==> config.mk <==
export PLATFORM = sky130hd
export DESIGN_NAME = hub_link_tx_router
export DESIGN_NICKNAME = d
export VERILOG_FILES = /design/src/rtl/hub_link_tx_router.sv
export SDC_FILE = /design/constraint.sdc
export NUM_CORES = 1
export LEC_CHECK = 0
export BUFFER_PORTS_ARGS = -buffer_cell sky130_fd_sc_hd__buf_4
export CAP_MARGIN = 20
export CORE_ASPECT_RATIO = 1.75
export CORE_UTILIZATION = 55
export DETAILED_ROUTE_END_ITERATION = 10
export PLACE_DENSITY = 0.81
export SYNTH_ARGS = -nofsm -noshare
export SYNTH_HDL_FRONTEND = slang
export SYNTH_SLANG_ARGS = --single-unit
==> constraint.sdc <==
create_clock -name clk -period 12.3 [get_ports clk]
set_input_delay 3.69 -clock clk [delete_from_list [all_inputs] [get_ports clk]]
set_output_delay 3.69 -clock clk [all_outputs]
set_load 0.1 [all_outputs]
==> src/rtl/hub_link_tx_router.sv <==
// Transmit side of the inter-FPGA hub channel: round-robin source arbitration, routing by destination
// FPGA ID, and per-lane MSB-first serialization gated by credit flow control.
module hub_link_tx_router #(
  parameter int HUB_FIFO_WIDTH          = 32,
  parameter int HUB_FIFO_PHYSICAL_WIDTH = 8,
  parameter int FPGAID_WIDTH            = 4,
  parameter int SRC_COUNT               = 9,
  parameter int FPGA_NEIGHBORS          = 2,
  parameter int CREDIT_WIDTH            = 5,
  parameter int INIT_CREDITS            = 16
) (
  input  logic                                                  clk,
  input  logic                                                  reset,
  input  logic [HUB_FIFO_WIDTH*SRC_COUNT-1:0]                   src_data_vector,
  input  logic [SRC_COUNT-1:0]                                  src_valid_vector,
  output logic [SRC_COUNT-1:0]                                  src_ready_vector,
  input  logic [FPGAID_WIDTH*FPGA_NEIGHBORS-1:0]                fpga_neighbor_array,
  output logic [HUB_FIFO_PHYSICAL_WIDTH*(FPGA_NEIGHBORS+1)-1:0] lane_data,
  output logic [FPGA_NEIGHBORS:0]                               lane_valid,
  input  logic [FPGA_NEIGHBORS:0]                               lane_ready,
  input  logic [FPGA_NEIGHBORS:0]                               credit_return,
  output logic [FPGA_NEIGHBORS:0]                               credit_overflow,
  output logic                                                  has_flying_messages
);

  localparam int W     = HUB_FIFO_WIDTH;
  localparam int P     = HUB_FIFO_PHYSICAL_WIDTH;
  localparam int IDW   = FPGAID_WIDTH;
  localparam int LANES = FPGA_NEIGHBORS + 1;
  localparam int BEATS = W / P;
  localparam int BCW   = (BEATS > 1) ? $clog2(BEATS) : 1;
  localparam int LSW   = (LANES > 1) ? $clog2(LANES) : 1;
  localparam int PTRW  = (SRC_COUNT > 1) ? $clog2(SRC_COUNT) : 1;
  localparam logic [CREDIT_WIDTH-1:0] CRED_INIT = CREDIT_WIDTH'(INIT_CREDITS);

  typedef enum logic {IDLE = 1'b0, SEND = 1'b1} lane_state_t;

  lane_state_t             state     [LANES];
  lane_state_t             state_nxt [LANES];
  logic [W-1:0]            shreg     [LANES];
  logic [BCW-1:0]          beat_cnt  [LANES];
  logic [CREDIT_WIDTH-1:0] credits   [LANES];
  logic [LSW-1:0]          route     [SRC_COUNT];
  logic [LANES-1:0]        valid;
  logic [LANES-1:0]        xfer;
  logic [LANES-1:0]        last;
  logic [LANES-1:0]        load;
  logic [PTRW-1:0]         rr_ptr;
  logic [PTRW-1:0]         grant_idx;
  logic                    grant_any;
  logic [SRC_COUNT-1:0]    grant_vec;
  logic [W-1:0]            grant_data;
  logic                    fly_nxt;

  // Destination lookup per source; iterating downward lets the lowest matching lane win.
  always_comb begin
    for (int k = 0; k < SRC_COUNT; k++) begin
      route[k] = '0;
      for (int i = FPGA_NEIGHBORS; i >= 1; i--) begin
        route[k] = (src_data_vector[k*W + W - 1 -: IDW] == fpga_neighbor_array[(i-1)*IDW +: IDW])
                   ? LSW'(i) : route[k];
      end
    end
  end

  // Round-robin search from rr_ptr; sources whose lane is busy are skipped.
  always_comb begin : arb
    int              sum;
    logic [PTRW-1:0] cand;
    grant_any = 1'b0;
    grant_idx = '0;
    sum       = 0;
    cand      = '0;
    for (int off = 0; off < SRC_COUNT; off++) begin
      sum  = int'(rr_ptr) + off;
      sum  = (sum >= SRC_COUNT) ? sum - SRC_COUNT : sum;
      cand = PTRW'(sum);
      if (!grant_any && src_valid_vector[cand] && (state[route[cand]] == IDLE)) begin
        grant_any = 1'b1;
        grant_idx = cand;
      end else begin
        grant_any = grant_any;
      end
    end
  end

  // Grant decode: one-hot pop, selected message and the lane it loads into.
  always_comb begin
    grant_vec  = '0;
    grant_data = '0;
    for (int k = 0; k < SRC_COUNT; k++) begin
      if (grant_any && (grant_idx == PTRW'(k))) begin
        grant_vec[k] = 1'b1;
        grant_data   = src_data_vector[k*W +: W];
      end else begin
        grant_vec[k] = 1'b0;
      end
    end
    for (int i = 0; i < LANES; i++) begin
      load[i] = grant_any && (route[grant_idx] == LSW'(i));
    end
  end

  assign src_ready_vector = grant_vec;

  // Lane FSM next state and beat handshake.
  always_comb begin
    for (int i = 0; i < LANES; i++) begin
      state_nxt[i] = state[i];
      valid[i]     = (state[i] == SEND) && (credits[i] != '0);
      xfer[i]      = valid[i] && lane_ready[i];
      last[i]      = (beat_cnt[i] == BCW'(BEATS - 1));
      case (state[i])
        IDLE:    state_nxt[i] = load[i] ? SEND : IDLE;
        SEND:    state_nxt[i] = (xfer[i] && last[i]) ? IDLE : SEND;
        default: state_nxt[i] = IDLE;
      endcase
    end
  end

  // Lane outputs: the top beat of the shift register while sending, zero when idle.
  always_comb begin
    lane_data  = '0;
    lane_valid = valid;
    for (int i = 0; i < LANES; i++) begin
      lane_data[i*P +: P] = (state[i] == SEND) ? shreg[i][W-1 -: P] : '0;
    end
  end

  // Lane state registers.
  always_ff @(posedge clk or posedge reset) begin
    if (reset) begin
      for (int i = 0; i < LANES; i++) state[i] <= IDLE;
    end else begin
      for (int i = 0; i < LANES; i++) state[i] <= state_nxt[i];
    end
  end

  // Serializer: load on grant, shift left one beat per transfer.
  always_ff @(posedge clk or posedge reset) begin
    if (reset) begin
      for (int i = 0; i < LANES; i++) begin
        shreg[i]    <= '0;
        beat_cnt[i] <= '0;
      end
    end else begin
      for (int i = 0; i < LANES; i++) begin
        if (load[i]) begin
          shreg[i]    <= grant_data;
          beat_cnt[i] <= '0;
        end else if (xfer[i]) begin
          shreg[i]    <= shreg[i] << P;
          beat_cnt[i] <= last[i] ? '0 : beat_cnt[i] + BCW'(1);
        end
      end
    end
  end

  // Credit accounting; a return into a full counter is dropped and flagged.
  always_ff @(posedge clk or posedge reset) begin
    if (reset) begin
      for (int i = 0; i < LANES; i++) begin
        credits[i]         <= CRED_INIT;
        credit_overflow[i] <= 1'b0;
      end
    end else begin
      for (int i = 0; i < LANES; i++) begin
        case ({xfer[i], credit_return[i]})
          2'b10: credits[i] <= credits[i] - CREDIT_WIDTH'(1);
          2'b01: begin
            if (credits[i] == CRED_INIT) credit_overflow[i] <= 1'b1;
            else                         credits[i]         <= credits[i] + CREDIT_WIDTH'(1);
          end
          default: credits[i] <= credits[i];
        endcase
      end
    end
  end

  // Activity: pending sources, lanes mid-message, or credits still outstanding.
  always_comb begin
    fly_nxt = |src_valid_vector;
    for (int i = 0; i < LANES; i++) begin
      fly_nxt = fly_nxt | (state[i] == SEND) | (credits[i] != CRED_INIT);
    end
  end

  // Round-robin pointer and registered activity flag.
  always_ff @(posedge clk or posedge reset) begin
    if (reset) begin
      rr_ptr              <= '0;
      has_flying_messages <= 1'b0;
    end else begin
      if (grant_any) begin
        rr_ptr <= (grant_idx == PTRW'(SRC_COUNT - 1)) ? '0 : grant_idx + PTRW'(1);
      end
      has_flying_messages <= fly_nxt;
    end
  end

endmodule

==> flow_metrics.tcl, run 1 <==
set metrics [dict create \
    status "did not finish" \
    haltStage "5_1_grt" \
    error_message "[ERROR GRT-0116] Global routing finished with congestion. Check the congestion regions in the DRC Viewer." \
    clock_sinks 128 \
    hpwl_mm 63.7 \
    synthXorXnorAreaFrac 0.0630 \
    initial_core_util 0.559 \
    io_pins 353 \
    yosys.area_share.simple 0.226 \
    synthesis.area_um2 15900 \
    synth_ff_type "dfrtp_1" \
    yosysWarnings 0 \
    cts_made_buffers 25 \
    yosysSeqAreaShare 0.201 \
    die_h_um 227 \
    yosys.area.top_type_share 0.196 \
    synth_nets 2354 \
    holdBufCountCts 0 \
    htree_levels 4 \
    synth_top_family_by_area "compound AO/OA/AOI/OAI gates" \
    rows 82 \
    cts_setup_buffers 0 \
    synth_compound_area_frac 0.298 \
    cts_resized 0 \
    async_flop_share 1.00 \
    io_buffers 352 \
    synth_cell_types 128 \
    ys_seq_elements 128 \
    synth_mux_area_frac 0.124 \
    grt_overflow 9 \
    cts-root-buf "clkbuf_16" \
    grt_pass1_vias 21341 \
    grt_max_degree 74 \
    synthAdderAreaFrac 0.0328 \
    synth_edf_count 0 \
    synth_most_common_cell "nand2_1" \
    gp_congestion 1.13 \
    chipWidth_um 131 \
    clock_path_buffers 3 \
    synth_common_cells "269 x nand2_1, 146 x mux2i_1, 131 x o21ai_0" \
    grt_pass1_wl_mm 139 \
    syn_inst 2001 \
    avgSynthCellArea_um2 7.96 \
    synth.area.top_cells "dfrtp_1 20%, mux2i_1 9.2%, nand2_1 6.3%" \
    grt_usage 0.634 \
    yosysTopAreaCell "dfrtp_1" \
]
per-stage QoR:
step	area [µm²]	worst slack [ns]	std cells	hold slack [ns]
4_1_cts	19700	0.288	2710	0.506
3_5_place_dp	19000	0.311	2678	0.476
3_3_place_gp	19000	0.367	2678	0.467
2_1_floorplan	16000	0.00798	2001	0.456
metal layers:
metal / overflow / global-route usage
met3: 0 / 0.355
met1: 0 / 0.647
met5: 0 / 0.0190
met4: 7 / 0.653
met2: 2 / 0.873
cell families after synthesis:
| kind of cell | count (synthesis) |
|---|---|
| mux | 181 |
| simple gates | 717 |
| xor+xnor | 109 |
| flops | 128 |
| compound gates | 645 |
| buf+inv | 181 |
| fa+ha+maj | 40 |
==> run 2, diff against run 1 <==
--- a/config.mk
+++ b/config.mk
@@ -7,10 +7,9 @@
 export LEC_CHECK = 0
 export BUFFER_PORTS_ARGS = -buffer_cell sky130_fd_sc_hd__buf_4
 export CAP_MARGIN = 20
-export CORE_ASPECT_RATIO = 1.75
-export CORE_UTILIZATION = 55
+export CORE_UTILIZATION = 40
 export DETAILED_ROUTE_END_ITERATION = 10
-export PLACE_DENSITY = 0.81
+export PLACE_DENSITY_LB_ADDON = 0.15
 export SYNTH_ARGS = -nofsm -noshare
 export SYNTH_HDL_FRONTEND = slang
 export SYNTH_SLANG_ARGS = --single-unit
==> flow_metrics.tcl, run 2 <==
set metrics [dict create \
    max_freq_ghz 0.0828 \
    yosysSeqAreaShare 0.201 \
    holdBufCountCts 0 \
    reg_top3 "shreg: 96 flops, credits: 15 flops, beat_cnt: 6 flops" \
    cp_slowest_cell "mux4_2" \
    vias_per_cell 6.53 \
    met3WireLength_mm 6.36 \
    min_period_ns 12.08 \
    yosysWarnings 0 \
    largest-register "shreg" \
    required_ns 8.61 \
    clock_latency_ns 0.44 \
    drtAntennaViolNets 0 \
    rows 72 \
    multi_input_area_um2 11900 \
    clock_path_buffers 2 \
    layout_commonest_cell "buf_4" \
    grt_pass1_wl_mm 123 \
    critPathBufInv 3 \
    crit_path_end_kind "output port" \
    drv_cap 0 \
    grt_overflow 0 \
    cts-root-buf "clkbuf_16" \
    grt_pass1_vias 17807 \
    coreArea_um2 39000 \
    maxSlewViolCount 0 \
    rsz0062_at_grt "no" \
    synth_cell_types 128 \
    final.period_utilization 0.982 \
    drt_pass1_iterations 7 \
    fin_cells 2844 \
    critPathArrivalTime_ns 8.39 \
    ys_seq_elements 128 \
    synth_common_cells "269 x nand2_1, 146 x mux2i_1, 131 x o21ai_0" \
    fin_worst_skew_ns 0.0228 \
    n_fill_cell 3829 \
    synth_most_common_cell "nand2_1" \
    cp_common_cell "buf_4" \
    route.detailed.drc 0 \
    largest_register_ffs 96 \
    hpwl_mm 66.0 \
    synth_nets 2354 \
    critPathKind "input port to output port" \
    die_h_um 202 \
    chipWidth_um 202 \
    dieArea_um2 40600 \
    grt_max_degree 68 \
    clkTransAtPathRegs_ns 0.05 \
    worst_slew_pin_slew_ns 1.10 \
    syn_to_final_growth_pct 24.3 \
    dp_cells 2806 \
    syn_inst 2001 \
    gp_congestion 1.04 \
    final-hold-violation-count 0 \
    crit_family "compound AO/OA/AOI/OAI gates" \
    wl_met1_mm 32.3 \
    htree_levels 4 \
    status "completed" \
    io_pins 353 \
    vias 18580 \
    wire_per_inst_um 29.5 \
    critPathMaxStageDelay_ns 0.55 \
    relSlewSlack 0.265 \
    fin_tns_setup_ns 0 \
    hold_path.class "register to register" \
    nets 2660 \
    synth_ff_type "dfrtp_1" \
    min_path_cells 1 \
    reg2reg_depth 26 \
    routed_wl_mm 83.8 \
    highest_layer "met5" \
    setup_violations 0 \
    clock_sinks 128 \
    seqCellArea_um2 3210 \
    async_flop_share 1.00 \
    crit_fanout 9 \
    cts_tree "done" \
    drtIter0Drc 2003 \
    grt_usage 0.406 \
    yosys.area.top_type_share 0.196 \
    final_cell_mix "430 x buf_4, 268 x nand2_1, 146 x mux2i_1" \
    synth_edf_count 0 \
    initial_core_util 0.408 \
    avgSynthCellArea_um2 7.96 \
    cts_made_buffers 17 \
    met2_length_mm 39.6 \
    cp_cell_sequence "buf_4 -> xor2_1 -> nor4_2 -> nand2_1 -> mux4_2 -> a21boi_1 -> a2111oi_2 -> o31ai_2 -> o31a_1 -> a221oi_2 -> o32a_1 -> or2_1 -> inv_4 -> ha_1 -> nand2b_1 -> nor2_2 -> buf_4" \
    synthesis.area_um2 15900 \
    cp-start-kind "input port" \
    antenna_found_initial 7 \
    synth.area.top_cells "dfrtp_1 20%, mux2i_1 9.2%, nand2_1 6.3%" \
    drive_above_1_share 0.256 \
    yosysTopAreaCell "dfrtp_1" \
    cp.depth 17 \
    io_buffers 352 \
    fin_util 0.508 \
]
## run 2: timing repair
item                                    CTS  global route
setup buffers                             0             0
endpoints found under the setup margin    0             9
gates resized for setup                   0             3
endpoints found under the hold margin     0             0
## run 2: logic make-up (layout without fill, tap and decap cells)
| family | count (synthesis) | count (layout) | share of synthesized area |
|---|---|---|---|
| DFF | 128 | 128 | 0.201 |
| xor gates and xnor gates | 109 | 109 | 0.0630 |
| AOI/OAI and AO/OA | 645 | 645 | 0.298 |
| other | 0 | 6 | 0 |
| buffers and inverters | 181 | 500 | 0.0548 |
| adders and majority gates | 40 | 40 | 0.0328 |
| and+or+nand+nor | 717 | 717 | 0.226 |
| muxes | 181 | 181 | 0.124 |
## run 2: final cells by class
| type | instances | area share |
|---|---|---|
| Timing Repair Buffer | 430 | 0.163 |
| Multi-Input combinational cell | 1692 | 0.601 |
| Clock buffer | 20 | 0.0226 |
| Clock inverter | 12 | 0.0104 |
| Tap cell | 518 | 0.0327 |
| Sequential cell | 128 | 0.162 |
| Antenna cell | 6 | 0.000758 |
| Inverter | 38 | 0.00746 |
## run 2: worst paths after layout
path,start,endpoint,slack (ns)
max in group asynchronous,reset,rr_ptr[2]$_DFFE_PP0P_,7.43
worst max register to register,rr_ptr[2]$_DFFE_PP0P_,shreg[91]$_DFFE_PP0P_,3.58
worst max-delay path,fpga_neighbor_array[5],src_ready_vector[8],0.22
worst min register to register,credit_overflow[0]$_DFFE_PP0P_,credit_overflow[0]$_DFFE_PP0P_,0.48
min in group asynchronous,reset,credits[3]$_DFFE_PP0P_,3.41
worst min-delay path,credit_overflow[0]$_DFFE_PP0P_,credit_overflow[0]$_DFFE_PP0P_,0.48
## run 2: stage by stage
stage | worst slack [ns] | hold slack, ns | cell area (µm²)
after floorplan | 0.00798 | 0.456 | 16000
after global placement | 0.175 | 0.465 | 19100
after detailed placement | 0.0381 | 0.466 | 19100
after CTS | 0.0149 | 0.482 | 19800
after global routing | 0.0412 | 0.492 | 19800
final | 0.220 | 0.476 | 19800
## run 2: routing by layer
layer	vias up	GRT usage
li1	8186	-
met3	228	0.0601
met4	2	0.248
met1	9089	0.497
met5	-	0
met2	1075	0.673
Power of run 2 is not shown: default switching activity piles up to over one toggle a cycle in this logic, so the estimate is an artifact.
